[config.mk]
export PLATFORM = sky130hd
export DESIGN_NAME = mbus_tx_arbiter
export DESIGN_NICKNAME = d
export VERILOG_FILES = /design/src/rtl/mbus_tx_arbiter.sv
export SDC_FILE = /design/constraint.sdc
export NUM_CORES = 1
export LEC_CHECK = 0
export CORE_ASPECT_RATIO = 1.4
export CORE_MARGIN = 2
export CORE_UTILIZATION = 40
export DETAILED_ROUTE_END_ITERATION = 12
export PLACE_DENSITY = 0.82
export SYNTH_ARGS = -nofsm -noshare
export SYNTH_HDL_FRONTEND = slang
export SYNTH_SLANG_ARGS = --single-unit
[constraint.sdc]
create_clock -name CLK -period 2.2 [get_ports CLK]
set_input_delay 0.22 -clock CLK [delete_from_list [all_inputs] [get_ports CLK]]
set_output_delay 0.22 -clock CLK [all_outputs]
set_load 0.02 [all_outputs]
[src/rtl/mbus_tx_arbiter.sv]
// mbus_tx_arbiter
// Shares the single TX request port of one MBus node among NUM_REQ local
// requesters. Requests are granted round-robin, the winner's address and data
// are captured into registers that feed the node, and a four-phase handshake
// is run on both sides. A watchdog aborts a transfer the node never acks so a
// stuck node cannot lock the requesters out forever.
module mbus_tx_arbiter #(
   parameter int          NUM_REQ = 4,
   parameter logic [15:0] TIMEOUT = 16'd1000
) (
   input  logic                  CLK,
   input  logic                  RESET,
   input  logic [NUM_REQ-1:0]    REQ,
   input  logic [8*NUM_REQ-1:0]  ADDR_FLAT,
   input  logic [32*NUM_REQ-1:0] DATA_FLAT,
   output logic [NUM_REQ-1:0]    ACK,
   output logic                  ERR,
   output logic [NUM_REQ-1:0]    GRANT,
   output logic [7:0]            TX_ADDR,
   output logic [31:0]           TX_DATA,
   output logic                  TX_REQ,
   input  logic                  TX_ACK,
   output logic                  BUSY
);

   localparam int IDX_W = (NUM_REQ > 1) ? $clog2(NUM_REQ) : 1;

   typedef enum logic [1:0] {
      IDLE,
      WAIT_ACK,
      WAIT_REL,
      DONE
   } state_t;

   state_t             state;
   logic [IDX_W-1:0]   rr_ptr;
   logic [IDX_W-1:0]   owner;
   logic [IDX_W-1:0]   next_ptr;
   logic [IDX_W-1:0]   sel_idx;
   logic               sel_valid;
   logic [7:0]         sel_addr;
   logic [31:0]        sel_data;
   logic [NUM_REQ-1:0] sel_onehot;
   logic [NUM_REQ-1:0] owner_onehot;
   logic               owner_req;
   logic [15:0]        wd_cnt;
   logic               wd_expired;
   logic               timed_out;

   // Round-robin pick: scan upward from rr_ptr with wrap-around. Iterating the
   // offsets downward and overwriting lets the smallest offset win without a
   // loop exit.
   always_comb begin
      int cand;
      sel_valid = 1'b0;
      sel_idx   = '0;
      cand      = 0;
      for (int k = NUM_REQ - 1; k >= 0; k--) begin
         cand = int'(rr_ptr) + k;
         if (cand >= NUM_REQ) begin
            cand = cand - NUM_REQ;
         end
         if (REQ[cand]) begin
            sel_valid = 1'b1;
            sel_idx   = IDX_W'(cand);
         end
      end
   end

   // Slice out the candidate's address/data and build the one-hot vectors
   // for the candidate and for the current owner.
   always_comb begin
      sel_addr     = ADDR_FLAT[8*int'(sel_idx) +: 8];
      sel_data     = DATA_FLAT[32*int'(sel_idx) +: 32];
      sel_onehot   = {{(NUM_REQ-1){1'b0}}, 1'b1} << sel_idx;
      owner_onehot = {{(NUM_REQ-1){1'b0}}, 1'b1} << owner;
      owner_req    = REQ[owner];
   end

   // Pointer for the next arbitration round: the requester just after the
   // owner that is finishing, wrapping at NUM_REQ.
   always_comb begin
      if (int'(owner) >= NUM_REQ - 1) begin
         next_ptr = '0;
      end else begin
         next_ptr = owner + 1'b1;
      end
   end

   // Watchdog expiry; a TIMEOUT of zero turns the watchdog off entirely.
   always_comb begin
      wd_expired = (TIMEOUT != 16'd0) && (wd_cnt == (TIMEOUT - 16'd1));
   end

   // Arbitration FSM with every outward-facing signal registered. ERR is only
   // presented together with ACK, so the timeout outcome is remembered in
   // timed_out until the completion is reported.
   always_ff @(posedge CLK) begin
      if (RESET) begin
         state     <= IDLE;
         rr_ptr    <= '0;
         owner     <= '0;
         wd_cnt    <= '0;
         timed_out <= 1'b0;
         GRANT     <= '0;
         ACK       <= '0;
         ERR       <= 1'b0;
         TX_ADDR   <= '0;
         TX_DATA   <= '0;
         TX_REQ    <= 1'b0;
         BUSY      <= 1'b0;
      end else begin
         case (state)
            IDLE: begin
               if (sel_valid) begin
                  owner     <= sel_idx;
                  GRANT     <= sel_onehot;
                  TX_ADDR   <= sel_addr;
                  TX_DATA   <= sel_data;
                  TX_REQ    <= 1'b1;
                  wd_cnt    <= '0;
                  timed_out <= 1'b0;
                  BUSY      <= 1'b1;
                  state     <= WAIT_ACK;
               end
            end

            WAIT_ACK: begin
               if (TX_ACK) begin
                  TX_REQ    <= 1'b0;
                  timed_out <= 1'b0;
                  state     <= WAIT_REL;
               end else if (wd_expired) begin
                  TX_REQ    <= 1'b0;
                  timed_out <= 1'b1;
                  state     <= WAIT_REL;
               end else begin
                  wd_cnt <= wd_cnt + 16'd1;
               end
            end

            WAIT_REL: begin
               if (!TX_ACK) begin
                  ACK   <= owner_onehot;
                  ERR   <= timed_out;
                  state <= DONE;
               end
            end

            DONE: begin
               if (!owner_req) begin
                  ACK    <= '0;
                  ERR    <= 1'b0;
                  GRANT  <= '0;
                  rr_ptr <= next_ptr;
                  BUSY   <= 1'b0;
                  state  <= IDLE;
               end
            end

            default: begin
               state <= IDLE;
            end
         endcase
      end
   end

endmodule

---- Word-level counts from Yosys, hierarchy flattened ----
Index checks and enable logic that the tools add are counted.
storage, ports and cells
  register bits ........................... 74
  input bits .............................. 167
  output and inout bits ................... 51
  logic and storage cells ................. 111
operators by class
  add/subtract/negate cells ............... 9
  magnitude comparators ................... 10
  equality and inequality tests ........... 10
  shift-type cells ........................ 4
  muxes and demuxes ....................... 54
  bitwise gates (word level) .............. 1
  reduce and logical (&&, ||, !) cells .... 11
operator list
  cell                                                                           number
  32-bit by 4-bit less-than comparator with 1-bit output, second input constant  4
  32-bit 2-to-1 mux                                                              4
  128-bit by 8-bit indexed part select with 32-bit output                        1
  16-bit 2-to-1 mux                                                              3
  16-bit case mux with 2 select lines                                            1
  32-bit by 6-bit indexed part select with 8-bit output                          1
  1-bit 2-to-1 mux                                                               21
  2-bit 2-to-1 mux                                                               10
  16-bit by 1-bit adder with 16-bit output, second input constant                1
  16-bit by 10-bit == test with 1-bit output, second input constant              1
  4-bit case mux with 2 select lines                                             2
  4-bit 2-to-1 mux                                                               3
  3-bit by 3-bit subtractor with 4-bit output, second input constant             3
  1-bit binary-select mux with 2-bit select                                      5
  2-bit != test, second input constant                                           5
  3-bit greater-or-equal comparator, second input constant                       3
  3-bit AND reduction                                                            3
  1-bit case mux with 2 select lines                                             4
  2-bit case mux with 4 select lines                                             1
  4-bit AND reduction                                                            2
  1-bit by 2-bit left shift with 4-bit output, first input constant              2
  2-bit by 2-bit adder with 3-bit output, second input constant                  2
  2-bit nonzero test                                                             3
  2-bit == test, second input constant                                           2
  other kinds (11)                                                               12

---- Depth between registers and ports, before layout ----
Gate-level depths: netlist of the first run.
  word-level depth ........................ 13
  mapped depth ............................ 8
  mapped depth without buffers ............ 7

---- Worst setup path before layout of the first run ----
No wires, ideal clock.
  kind .................................... register -> register
  start point ............................. register wd_cnt[0]
  end point ............................... register wd_cnt[13]
  setup time .............................. 0.071 ns
  data arrival time ....................... 1.865 ns
  data required time ...................... 2.129 ns
  slack ................................... 0.264 ns
  stages on the path, launching flop included .. 7
  path buffers ............................ 0
  clock period less this slack ............ 1.936 ns
  path through ............................ dfxtp_1 > ha_1 > nor4bb_1 > and4_1 > o31a_1 > or4_1 > a21oi_1
between the ends
  longest elaborated chain between the ends .. 4
  elaborated cells on any way between the ends .. 7
  classes of those cells .................. add/sub: 1; eq/ne: 2; mux: 3; reduce/logical: 1
ends and longest elaborated chain
  what                                      RTL line  text
  from (decl)                               46        logic [15:0] wd_cnt;
  from (signal assigned)                    138       wd_cnt <= wd_cnt + 16'd1;
  16-bit by 1-bit adder with 16-bit output  138
  16-bit 2-to-1 mux                         133       end else if (wd_expired) begin
  16-bit 2-to-1 mux                         129       if (TX_ACK) begin
  16-bit case mux with 2 select lines       113       case (state)
Several ways; a longest one is shown, not always the timed one. The select of a mux whose other input is x is not followed.
A chain may end at the register's enable or synchronous reset.

---- Worst setup path after layout of the first run ----
  start point ............................. register wd_cnt[1]
  end point ............................... register wd_cnt[4]
Same word-level chain as after synthesis.

==> impl_summary.md, run 1 <==
Route
Wires add up to 15.99 mm. The remaining antenna violation count is 0. The detail-routed net length per standard cell is 18.83 µm. The first-iteration detailed-routing DRC count is 228. The count of unresolved DRC violations after routing is 0. Using the TritonRoute via totals, the vias-per-cell ratio works out to 5.777. The first detailed-routing pass ran for 5 iterations. The total via count in the routed design is 4905.

Synthesis
Counting flops with a built-in enable in the synthesized netlist gives 0. For this run, the number of Yosys warnings is 0. The average instance in the mapped netlist occupies 8.823 µm². The fraction of the yosys area taken by sequential cells is 34.62%.

The synthesized instance count is 485. Summing every instance area after synthesis gives around 0.0043 mm². The flop and latch count out of synthesis is 74. The number of distinct standard cells referenced by the synthesized netlist is 40. The number of nets handed over by synthesis was around 660. The share of synthesized flip-flops with an asynchronous set or reset is 0%. The prevailing post-synth register cell is dfxtp_1.

Setup path
Data arrives at the worst endpoint at 2380 ps. Along the worst path, the maximum fanout reaches 8. The kind of cell adding the most delay to the critical path is simple AND/OR/NAND/NOR gates. Data on the critical path is required at its endpoint by between 2000 and 2500 ps. The sort of element at the end of the critical path is a register.

The type of origin of the critical path is a register. The signal on the critical path passes through ha_1 -> nor4bb_2 -> and4_1 -> o31a_1 -> buf_4 -> or3_1 -> a21oi_1. Among all stages on the critical path, the largest delay is contributed by o31a_1. The worst path buffer plus inverter count is 1.

The delay contributed by the slowest stage of the critical path is 400 ps. The setup path with the least slack is of type reg2reg.

Die
The site row count is 44. The die extent in x is approximately 91 µm. The floorplan step defined a die boundary enclosing approximately 0.012 mm². Once the floorplan was initialized, standard cells occupied between 40 and 50% of the core.

The core area is 0.01041 mm². The die is 126.4 µm tall. Pin placement for this block handled 218 I/O pins.

Layout
The post-route cell area is 0.007162 mm². The final-layout fill cell count is 779. The most common cell after layout, fill and taps aside is clkdlybuf4s50_1. The fraction of final layout cells with drive strength greater than 1 is 9.577%. From synthesis to final layout, the design area changed by 67.37%.

In the final design database the tool counted a little under 900 nets. In the layout the commonest cells are 217 x clkdlybuf4s50_1, 82 x a211oi_1, 74 x dfxtp_1, 49 x o21ai_0, 48 x mux2i_1.

Timing
The maximum frequency from static timing analysis is 470.2 MHz. The worst-case headroom to the max-slew limit is 61.08%. The time the final worst path needs with I/O delays and setup is roughly 2100 ps. Of the available clock period, the critical path in the final layout requires 96.67%. At the pin with the least slew margin, the transition time is just under 600 ps.

Setup violations remaining at the end of the flow were counted as 0. The final max-slew violation count is 0. The count of final hold-check violations is 0. Setup repair after global routing could not meet its margin everywhere. The largest clock skew in the final design is 4.432 ps. In the post-route analysis, the smallest setup slack over all paths is about 73 ps.

Clocking
TritonCTS built the clock tree. The tree is rooted in a clkbuf_16. No sink is reached through more buffers than the 2 on the longest clock path. Clock-pin slew was measured on the worst setup and hold paths at 60 ps. The clock net in this run drives a total of 74 sinks. For the worst-skew pair, the clock arrives at the later sink with an insertion delay of 330 ps.

The number of levels the H-tree was split into is 3. The TritonCTS buffer count is 9.

Placement
The post-detailed-placement cell area is 0.006828 mm². The HPWL reported at the end of detailed placement is roughly 12 mm. The post-placement worst setup slack is -155.1 ps.

The routability-driven placement congestion ratio is 0.8711. Buffers placed on the I/O ports in this run total 217.

Status
The run finished with clean final reports.

Global route
The initial antenna violation count came to 1. The final global-route overflow total is 0. The number of global-route vias before repair came to 4871. The first global-routing pass estimated 24.80 mm of wire.

In the global route stage, overall resource usage came out at between 20% and 30%. Entering global routing, the biggest net connects 42 pins.

Power
VDD sags by at most 0.6440 mV. In this run the static leakage power is 2.634 nW. The power density relative to cell area is 963.3 mW/mm².

Hold path
The path category of the worst min-delay check is reg2reg.

Job
Across the run, the number of max-cap violations was 0.
==> sequential cells by signal (all words and copies together) (netlist names) <==
name and flops:
TX_REQ 1, wd_cnt 16, TX_ADDR 8, owner 2
timed_out 1, ERR 1, ACK 4, rr_ptr 2
BUSY 1, state 2, GRANT 4, TX_DATA 32
==> cell type report <==
class	count	area (µm²)	area share, %
Inverter	8	30.03	0.4193
Tap cell	138	172.7	2.411
Antenna cell	1	2.502	0.03494
Sequential cell	74	1481	20.68
Clock inverter	4	23.77	0.3319
Multi-Input combinational cell	360	2663	37.18
Timing Repair Buffer	252	2522	35.22
Clock buffer	12	266.5	3.721
==> repair_timing <==
item / 4_1_cts / 5_1_grt
endpoints found under the setup margin: 0 / 10
gates resized for setup: 0 / 8
hold buffers: 0 / 0
setup buffers: 0 / 1
==> Yosys cell counts, types with 2 or more instances <==
cell	number	area, µm²
nor4_1	2	12.51
inv_1	8	30.03
buf_2	5	25.02
nor4b_1	40	350.3
clkbuf_1	33	123.9
a211oi_1	83	623.1
nand4_1	5	31.28
a32oi_1	4	35.03
buf_4	5	37.54
ha_1	10	125.1
or4_1	3	22.52
or3_1	9	56.30
mux2i_1	48	480.5
o211ai_1	3	22.52
nor3_1	3	15.01
dfxtp_1	74	1481
and4_1	2	17.52
a21oi_1	17	85.08
nand2b_1	6	37.54
a2bb2oi_1	2	17.52
o21ai_0	49	245.2
nor2b_1	6	37.54
o31ai_1	3	22.52
nor2_1	27	101.4
nand3_1	4	20.02
nand2_1	14	52.55
or2_2	2	12.51
xor2_1	5	43.79
and2_1	2	12.51
==> per-layer routing <==
metal  GRT usage (%)  routed length (µm)
met3           5.879                1158
met2           48.79                8436
met1           29.76                5896
met5               0                   0
met4           12.03                 494
==> tightest hold or removal path, stage by stage, from the launching register on <==
cell and delay, ps:
dfxtp_1 330, mux2i_1 70, nor2_1 70
==> metrics by stage <==
step | power, W | hold WS, ps | utilization [%] | cells | TNS (ps)
floorplan | 0.003664 | 451.5 | - | 485 | 0
global placement | 0.005368 | 465.6 | 65.62 | 831 | -487.6
detailed placement | 0.005452 | 487.2 | 65.62 | 831 | -1156
CTS | 0.006879 | 499.9 | 68.41 | 847 | 0
global route | 0.007237 | 529.1 | 68.83 | 849 | -196.8
finish | 0.006899 | 498.7 | 68.83 | 849 | 0
==> worst paths after layout <==
path / slack (ps) / depth (start not counted) / endpoint / start
min reg2reg: 500 / 2 / ERR$_SDFFE_PP0P_ / ERR$_SDFFE_PP0P_
min: 500 / 2 / ERR$_SDFFE_PP0P_ / ERR$_SDFFE_PP0P_
max: 70 / 7 / wd_cnt[4]$_SDFFE_PP0P_ / wd_cnt[1]$_SDFFE_PP0P_
max reg2reg: 70 / 7 / wd_cnt[4]$_SDFFE_PP0P_ / wd_cnt[1]$_SDFFE_PP0P_
==> power breakdown <==
group | internal, W | total, W | switching (W)
combinational | 0.00164 | 0.00351 | 0.00186
sequential | 0.00175 | 0.00198 | 0.000231
clock | 0.000854 | 0.00141 | 0.000556
==> cell families (layout without fill, tap and decap cells) <==
logic type	Yosys count	after routing	synth area share, %
xor gates and xnor gates	5	5	1.023
and+or+nand+nor	128	128	18.77
adders and majority gates	10	10	2.924
muxes	49	49	11.75
DFF	74	74	34.62
buffers and inverters	51	276	5.059
other	0	1	0
AOI/OAI and AO/OA	168	168	25.85
No activity file was read; power rests on OpenSTA's default activity.
==> inputs of run 2 (changes only) <==
Settings changed: CORE_ASPECT_RATIO 1.4 to 0.8.
Clock period 2.2 ns to 2.74 ns, I/O delays scaled along.
==> run 2 against run 1 <==
Effect of this change:
- worst setup slack gained 320 ps
- wire length shrank 1.9%
- hold slack lost 10 ps
- highest routed layer unchanged
- sequential share of layout area grew 0.79 points
- clock-buffer cell count grew 2
- via count shrank 1.7%
- critical endpoint is now TX_DATA[23]$_SDFFE_PP0P_
- core utilization shrank 2.0 points
- non-clock buffer count shrank 22
==> impl_summary.md, run 2 (synthesized netlist as in run 1, its figures left out) <==
Die
The number of ports placed on the die boundary is between 200 and 250. In this run the horizontal extent of the chip is 119.6 µm. The die covers about 0.012 mm². The effective utilization at floorplan is between 40% and 50%. In this run the core area contains 33 standard-cell rows. In this run the vertical extent of the chip is between 90 and 100 µm. The floorplan step defined a core boundary enclosing 0.01032 mm².

Global route
The total overflow left after global routing is 0. The number of global-route vias before repair was 4760. Global routing used 26.30% of the available tracks across all layers.

The initial antenna violation count is 0. Entering global routing, the biggest net connects 47 pins. The wire length of the first global-routing pass is 24.03 mm.

Timing
Summed over all failing endpoints, the final setup total negative slack is 0 ps. Setup repair after global routing left no endpoint under its margin. The tightest hold path in the finished design has a slack of 488.6 ps. The largest clock skew in the final design is between 4 and 5 ps. The actual transition at the worst max-transition pin is 1149 ps.

The final critical-path setup slack is 395.4 ps. The final max-slew violation count is 0. For the finished layout, the period the worst path requires is 2345 ps. Derived from the worst setup path, the maximum achievable clock frequency is 426.5 MHz. The worst-case headroom to the max-slew limit is between 20% and 30%. The count of endpoints failing setup in the final report is 0. The count of final hold-check violations came to 0. In the finished design, the share of the clock period the worst path needs comes to 85.57%.

Setup path
In this run the worst setup path terminates at TX_DATA[23]$_SDFFE_PP0P_. STA puts the critical path data arrival time at 2570 ps. The worst setup path startpoint is REQ[2]. The worst register-to-register path has a setup slack of 440 ps.

The worst reg2reg path startpoint is wd_cnt[0]$_SDFFE_PP0P_. The number of cell instances on the worst register-to-register path is 7. The sort of element at the end of the critical path is a register. The worst setup path is launched from an input pin. Data on the critical path is required at its endpoint by 2960 ps. The endpoint of the worst-slack reg-to-reg timing path is wd_cnt[11]$_SDFFE_PP0P_.

The highest fanout seen on the critical path is 40. The critical path in this run is classified as in2reg.

Route
The count of unresolved DRC violations after routing is 0. After detailed routing, the average wire length per cell comes to 18.95 µm. The highest metal layer with signal wires is met4.

The count of nets left with antenna violations once routing finished came out at 0. The detailed route wirelength on metal2 is just over 8 mm. The final wirelength is about 16 mm.

The length of routed wiring on met1 is a little under 6 mm. Dividing the detail-routed via count by the number of cells gives 5.825. The first-iteration detailed-routing DRC count is approximately 300.

For this run, the detailed router's first-pass iteration total came to 6. Summed over all nets, wire length on met3 after detailed routing comes to 1.106 mm. The total via count in the routed design is 4823.

Layout
The library cell used most frequently in the layout, excluding fill and tap cells, is clkdlybuf4s50_1. The net total in the final layout is 860. The number of flip-flops under the largest register name is 32. The register with the most flip-flops in the final layout is TX_DATA. The count of antenna diodes in the layout is 0. The final-layout fill cell count is 841.

The area overhead of the layout relative to synthesis is 61.20%. In the final layout, the registers with the most flip-flops are TX_DATA (32), wd_cnt (16), TX_ADDR (8). The fraction of final layout cells with drive strength greater than 1 is under 10%. The top cell types in the final layout, fill and taps aside, are 217 x clkdlybuf4s50_1, 83 x a211oi_1, 74 x dfxtp_1, 49 x o21ai_0, 48 x mux2i_1.

Hold path
The tightest min-delay check is of the reg2reg type.

Placement
Timing analysis after detailed placement gives a worst setup slack of about 93 ps. Buffers placed on the I/O ports in this run total 217. Once detailed placement completed, the half-perimeter wirelength came to 11.34 mm. At the end of routability-driven placement, the weighted congestion stood at 0.8238.

Clocking
The CTS root buffer is clkbuf_16. The number of levels the H-tree was split into is 3. After clock tree synthesis, the repair step resized 0 gates. The worst-skew pair later-pin latency is 330 ps. Once the clock tree was built, the setup fixing pass inserted 0 buffers.

The number of buffers inserted for hold repair after clock tree synthesis is 0. The longest clock path from root to sink contains 2 buffers. Counting every sink on the clock net gives 74. The post-CTS clock slew at the launch and capture registers of the worst setup and hold paths is 60 ps. The TritonCTS buffer count is 9. TritonCTS built the clock tree.

Power
The maximum resistive drop on vdd is 0.4372 mV. The power density relative to cell area is between 700 and 800 mW/mm². For this design the static power due to leakage is 2.495 nW.

Status
The flow ran to the end, and the final reports show no timing, DRC or antenna violations.

Job
The max-cap check violation count is 0.
-- run 2: worst min-delay path by stage --
stage | endpoint | from | cells past startpoint | slack [ps]
floorplan | wd_cnt[15]$_SDFFE_PP0P_ | wd_cnt[15]$_SDFFE_PP0P_ | 2 | 450
global placement | TX_REQ$_SDFFE_PP0P_ | TX_REQ$_SDFFE_PP0P_ | 2 | 470
detailed placement | wd_cnt[9]$_SDFFE_PP0P_ | wd_cnt[9]$_SDFFE_PP0P_ | 2 | 480
CTS | wd_cnt[9]$_SDFFE_PP0P_ | wd_cnt[9]$_SDFFE_PP0P_ | 2 | 490
global route | wd_cnt[9]$_SDFFE_PP0P_ | wd_cnt[9]$_SDFFE_PP0P_ | 2 | 510
finish | wd_cnt[9]$_SDFFE_PP0P_ | wd_cnt[9]$_SDFFE_PP0P_ | 2 | 490
-- run 2: area by class of cell --
cell class                      instances  area, µm²  area share, %
Sequential cell                        74       1481          21.48
Tap cell                              140      175.2          2.539
Multi-Input combinational cell        360       2630          38.13
Timing Repair Buffer                  230       2282          33.09
Inverter                                8      30.03         0.4353
Clock buffer                           14      264.0          3.827
Clock inverter                          2      35.03         0.5079
-- run 2: metrics by stage --
stage / util (%) / total power, W / instances / area, µm²
after global routing: 66.82 / 0.005627 / 828 / 6898
after detailed placement: 63.93 / 0.004167 / 812 / 6599
after global placement: 63.93 / 0.004100 / 812 / 6599
final: 66.82 / 0.005359 / 828 / 6898
after floorplan: - / 0.002942 / 485 / 4279
after CTS: 66.82 / 0.005374 / 828 / 6898
-- run 2: power breakdown --
part	switching, W	internal, W
sequential	0.000197	0.00141
clock	0.000436	0.000754
combinational	0.00140	0.00116
total	0.00204	0.00332
-- run 2: worst max-delay path, stage by stage --
cell and delay (ps):
clkdlybuf4s50_1 580, nor2b_1 170, a311oi_1 60, buf_4 170, o21ai_4 880, a211oi_1 80
a211oi_1 330
-- run 2: routing by layer --
metal | up-vias | track usage, %
met4 | 0 | 10.69
met2 | 238 | 48.76
met3 | 30 | 5.986
met1 | 2282 | 29.62
met5 | - | 0
li1 | 2273 | -
